<file path="src/rtl/priority_encoder_rr_if.sv">
// Request/grant bundle for priority_encoder_rr: request side in, registered
// grant and pending set out.
interface priority_encoder_rr_if #(
   parameter int N = 8
) ();
   localparam int W = $clog2(N);

   logic         enable;
   logic         clear;
   logic [N-1:0] req;
   logic         out_ready;
   logic         out_valid;
   logic [W-1:0] out_idx;
   logic [N-1:0] pending;

   modport master (
      output enable, clear, req, out_ready,
      input  out_valid, out_idx, pending
   );

   modport slave (
      input  enable, clear, req, out_ready,
      output out_valid, out_idx, pending
   );
endinterface

</file>
<file path="src/rtl/priority_encoder_rr.sv">
// Priority encoder with a registered grant output, a pending-request set and
// a selectable fixed-priority or round-robin policy.
module priority_encoder_rr #(
   parameter int N    = 8,
   parameter int MODE = 0
) (
   input logic                  clk,
   input logic                  rst_n,
   priority_encoder_rr_if.slave bus
);
   localparam int W = $clog2(N);

   logic [N-1:0] pending_r;
   logic         out_valid_r;
   logic [W-1:0] out_idx_r;
   logic [W-1:0] last_r;

   logic [N-1:0] cand_s;
   logic         load_s;
   logic [W-1:0] fp_sel_s;
   logic [W-1:0] rr_sel_s;
   logic [W-1:0] probe_s;
   logic         found_s;
   logic [W-1:0] sel_s;
   logic [N-1:0] grant_mask_s;

   function automatic logic [W-1:0] highest_set(input logic [N-1:0] v);
      logic [W-1:0] idx;
      idx = {W{1'b0}};
      for (int i = 0; i < N; i++) begin
         idx = v[i] ? W'(i) : idx;
      end
      return idx;
   endfunction

   // Candidate set and load condition for this cycle.
   always_comb begin
      cand_s = pending_r | (bus.enable ? bus.req : {N{1'b0}});
      load_s = !out_valid_r || bus.out_ready;
   end

   // Round-robin search upward from last+1; W-bit arithmetic wraps N-1 to 0.
   always_comb begin
      rr_sel_s = {W{1'b0}};
      found_s  = 1'b0;
      probe_s  = {W{1'b0}};
      for (int i = 0; i < N; i++) begin
         probe_s  = last_r + W'(1) + W'(i);
         rr_sel_s = (cand_s[probe_s] && !found_s) ? probe_s : rr_sel_s;
         found_s  = found_s | cand_s[probe_s];
      end
   end

   // Policy selection and the one-hot mask of the granted bit.
   always_comb begin
      fp_sel_s = highest_set(cand_s);
      case (MODE)
         1:       sel_s = rr_sel_s;
         default: sel_s = fp_sel_s;
      endcase
      grant_mask_s = {{(N-1){1'b0}}, 1'b1} << sel_s;
   end

   // Grant register, pending set and round-robin pointer.
   always_ff @(posedge clk or negedge rst_n) begin
      if (!rst_n) begin
         pending_r   <= {N{1'b0}};
         out_valid_r <= 1'b0;
         out_idx_r   <= {W{1'b0}};
         last_r      <= W'(N - 1);
      end else if (bus.clear) begin
         pending_r   <= {N{1'b0}};
         out_valid_r <= 1'b0;
      end else if (load_s) begin
         if (cand_s != {N{1'b0}}) begin
            out_idx_r   <= sel_s;
            out_valid_r <= 1'b1;
            pending_r   <= cand_s & ~grant_mask_s;
            last_r      <= sel_s;
         end else begin
            out_valid_r <= 1'b0;
            pending_r   <= {N{1'b0}};
         end
      end else begin
         // Stalled: the held grant stays put while new requests accumulate.
         pending_r <= cand_s;
      end
   end

   assign bus.out_valid = out_valid_r;
   assign bus.out_idx   = out_idx_r;
   assign bus.pending   = pending_r;
endmodule

</file>
<file path="src/flat_wrapper.sv">
// flat-port wrapper written by rule: the top's interface ports become plain ports
module priority_encoder_rr_flat 
#(
   parameter int N    = 8,
   parameter int MODE = 0
)
  (clk, rst_n, bus_enable, bus_clear, bus_req, bus_out_ready, bus_out_valid, bus_out_idx, bus_pending);
  priority_encoder_rr_if #(.N(N)) bus_i ();
  input logic clk;
  input logic rst_n;
  input wire logic [$bits(bus_i.enable)-1:0] bus_enable;
  input wire logic [$bits(bus_i.clear)-1:0] bus_clear;
  input wire logic [$bits(bus_i.req)-1:0] bus_req;
  input wire logic [$bits(bus_i.out_ready)-1:0] bus_out_ready;
  output wire logic [$bits(bus_i.out_valid)-1:0] bus_out_valid;
  output wire logic [$bits(bus_i.out_idx)-1:0] bus_out_idx;
  output wire logic [$bits(bus_i.pending)-1:0] bus_pending;
  assign bus_i.enable = bus_enable;
  assign bus_i.clear = bus_clear;
  assign bus_i.req = bus_req;
  assign bus_i.out_ready = bus_out_ready;
  assign bus_out_valid = bus_i.out_valid;
  assign bus_out_idx = bus_i.out_idx;
  assign bus_pending = bus_i.pending;
  priority_encoder_rr #(.N(N), .MODE(MODE)) u_core (.clk(clk), .rst_n(rst_n), .bus(bus_i));
endmodule
</file>
<file path="config.mk">
export PLATFORM = sky130hd
export DESIGN_NAME = priority_encoder_rr_flat
export DESIGN_NICKNAME = d
export VERILOG_FILES = /design/src/rtl/priority_encoder_rr_if.sv /design/src/rtl/priority_encoder_rr.sv /design/src/flat_wrapper.sv
export SDC_FILE = /design/constraint.sdc
export NUM_CORES = 1
export LEC_CHECK = 0
export BUFFER_PORTS_ARGS = -buffer_cell sky130_fd_sc_hd__buf_2
export CAP_MARGIN = 20
export CORE_MARGIN = 3
export CORE_UTILIZATION = 25
export DETAILED_ROUTE_END_ITERATION = 16
export PLACE_DENSITY_LB_ADDON = 0.3
export SLEW_MARGIN = 20
export SYNTH_ARGS = -nofsm -noshare
export SYNTH_HDL_FRONTEND = slang
export SYNTH_SLANG_ARGS = --single-unit
</file>
<file path="constraint.sdc">
create_clock -name clk -period 3.8 [get_ports clk]
set_input_delay 0 -clock clk [delete_from_list [all_inputs] [get_ports clk]]
set_output_delay 0 -clock clk [all_outputs]
set_load 0.01 [all_outputs]
</file>
==> impl_metrics.yaml <==
global_routing:
  grt-ovfl-total: 0
  grt_first_pass_wirelength_mm: 2.725
  grt_max_degree: 14
  antenna_found_initial: 0
  track_usage: 0.1027
  grt_pass1_vias: 610
critical_path:
  critPathArrivalTime_ns: 1.75
  path_max_fanout: 5
  cp.required_ns: 3.96
  endpoint_kind: "flop"
  worstSetupPathType: "reg2reg"
  startpoint_type: "flop"
power:
  switchingPower_mw: 0.1059
  seqPwrFrac: 0.430
  p_sw_frac: 0.3053
  ir_worst_vdd_mv: 0.2279
  leakagePower_nw: 0.4288
  clkPwrFrac: 0.288
  cell_internal_pwr_mw: 0.2409
  power_frac_comb: 0.281
  p_per_area_nw_per_um2: 392.1
routing:
  dr.pass1.iters: 4
  route.final.wire_length_mm: 1.628
  drtIter0Drc: 9
  wl_per_cell_um: 13.24
  ant_nets: 0
  vias: 609
  vias_per_cell: 4.951
  drc: 0
sta:
  tightest_slew_ns: 0.4334
  min_period_ns: 1.591
  max_slew_margin: 0.7079
  finalHoldViolations: 0
  final.period_utilization: 0.4187
  setup_violations: 0
  fmax_mhz: 628.6
  rsz0062_at_grt: "false"
  setup_ws_ns: 2.209
  fin_skew_ns: 0.0008089
  slew_violations: 0
  setup_tns_ns: 0
floorplan:
  initial_core_util: 0.2679
  die_y_um: 58.23
  num_rows: 18
  io_pins: 25
  core_area_um2: 2545
  die_w_um: 58.23
  dieArea_um2: 3390
synth:
  synthesis.area_um2: 681.9
  yosysWarnings: 0
  async_flop_share: 1.000
  yosysTopAreaCell: "dfrtp_1"
  synthTopCellsByArea: "dfrtp_1, a21oi_1, o21ai_2"
  seq_area_frac_synth: 0.4404
  syn_nets: 77
  synth_cell_type_count: 29
  syn_inst: 64
  ys_ff_latch: 12
  synth_edf_count: 0
  synth.most_common_cell: "dfrtp_1"
  ys.flop_type: "dfrtp_1"
  syn_area_per_cell_um2: 10.65
  yosysTopAreaCellShare: 0.4404
  synth_common_cells: "dfrtp_1, a21oi_1, nor2_1"
clocking:
  cts_buffer_depth: 2
  numCtsBuffers: 3
  root_buffer: "clkbuf_4"
  cts_tree: "yes"
  clk_transition_reported_paths_ns: 0.08
  cts_resized: 0
  cts_htree_levels: 1
  post_cts_buffers: 0
  clkSinkCount: 12
  hold_buffers: 2
  insertion_delay_ns: 0.27
placement:
  pre_cts_slack_ns: 2.216
  dp_hpwl_mm: 1.269
  numPortBuffers: 24
  gp_congestion: 0.7618
run_status:
  status: "finished clean"
finish:
  final-seq-area_um2: 300.3
  multiInputGateArea_um2: 359.1
  syn_to_final_growth_pct: 29.72
  nets: 107
  antennaDiodeCount: 0
  drive_gt1_frac: 0.4624
  fill_cells: 272
hold_path:
  hold_class: "in2reg"
job:
  drv_cap: 0
[power groups by stage]
stage | registers (mW) | clock network, mW | logic, mW
2_1_floorplan | 0.158 | 0 | 0.0541
3_3_place_gp | 0.152 | 0 | 0.0957
3_5_place_dp | 0.152 | 0 | 0.0962
4_1_cts | 0.150 | 0.104 | 0.0982
5_1_grt | 0.151 | 0.113 | 0.107
6_report | 0.149 | 0.100 | 0.0975
[cell usage in the layout, fill, tap and decap left out]
master         count
o21ai_2            3
mux2i_1            1
nor2_1             6
o21ai_0            2
and3b_2            1
o21ai_1            1
a311oi_1           1
clkbuf_8           1
nand2_1            4
o41ai_2            1
dlygate4sd3_1      2
buf_2             24
nor2b_1            1
o21a_1             2
a21bo_2            1
mux2_2             2
a211oi_1           3
a21o_2             1
nand2_2            1
and2b_1            1
o211a_1            1
a21oi_1            6
a21o_1             1
a21oi_2            2
dfrtp_1           12
inv_1              3
nor3_1             2
a31oi_1            1
a211oi_2           1
clkbuf_4           3
o31ai_4            1
nand4_4            1
[metal layers]
layer | global-route usage | routed length (um) | vias up
met5 | 0 | 0 | -
met4 | 0.02980 | 12 | 0
met3 | 0.02673 | 107 | 2
met2 | 0.1500 | 743 | 19
met1 | 0.1479 | 765 | 292
li1 | - | - | 296
[through the flow]
step | hold WS (ns) | instance area [um^2] | utilization | power (mW) | cells
2_1_floorplan | -0.2956 | 681.9 | - | 0.2125 | 64
3_3_place_gp | -0.1023 | 828.3 | 0.3255 | 0.2472 | 117
3_5_place_dp | -0.1016 | 828.3 | 0.3255 | 0.2478 | 117
4_1_cts | 0.06173 | 884.6 | 0.3476 | 0.3522 | 123
5_1_grt | 0.08249 | 884.6 | 0.3476 | 0.3712 | 123
6_report | 0.06609 | 884.6 | 0.3476 | 0.3468 | 123
[state kept, by name, indices dropped and copies added, names as in the netlist]
name	cells
u_core.bus.out_idx	3
u_core.bus.pending	8
u_core.bus.out_valid	1
[path summary, 6_finish.rpt]
| check | startpoint | to | slack (ns) | cells past startpoint |
|---|---|---|---|---|
| max | u_core.bus.pending[6] | u_core.bus.out_idx[2] | 2.21 | 4 |
| min | bus_req[7] | u_core.bus.pending[7] | 0.07 | 3 |
| max reg2reg | u_core.bus.pending[6] | u_core.bus.out_idx[2] | 2.21 | 4 |
| min reg2reg | u_core.bus.out_idx[0] | u_core.bus.out_idx[0] | 0.52 | 1 |
| max in group asynchronous | rst_n | u_core.bus.out_idx[1] | 3.45 | 2 |
| min in group asynchronous | rst_n | u_core.bus.pending[0] | 0.14 | 2 |
[worst max-delay path: stages, from the launching register on]
cell and delay, ns:
dfrtp_1 0.40, nor2_1 0.23, nand4_4 0.18, o31ai_4 0.31
mux2_2 0.37
[logic make-up after synthesis]
family	count (synthesis)	synth area share
AO/OA/AOI/OAI	28	0.3340
AND/OR/NAND/NOR	17	0.1450
flip-flops	12	0.4404
buffers and inverters	4	0.03303
multiplexers	3	0.04770
[cell type report]
cell class | instances | share of cell area
Timing Repair Buffer | 26 | 0.1584
Multi-Input combinational cell | 48 | 0.4059
Sequential cell | 12 | 0.3395
Inverter | 3 | 0.01273
Clock buffer | 4 | 0.04102
Tap cell | 30 | 0.04243
No activity file was read; power rests on OpenSTA's default activity.
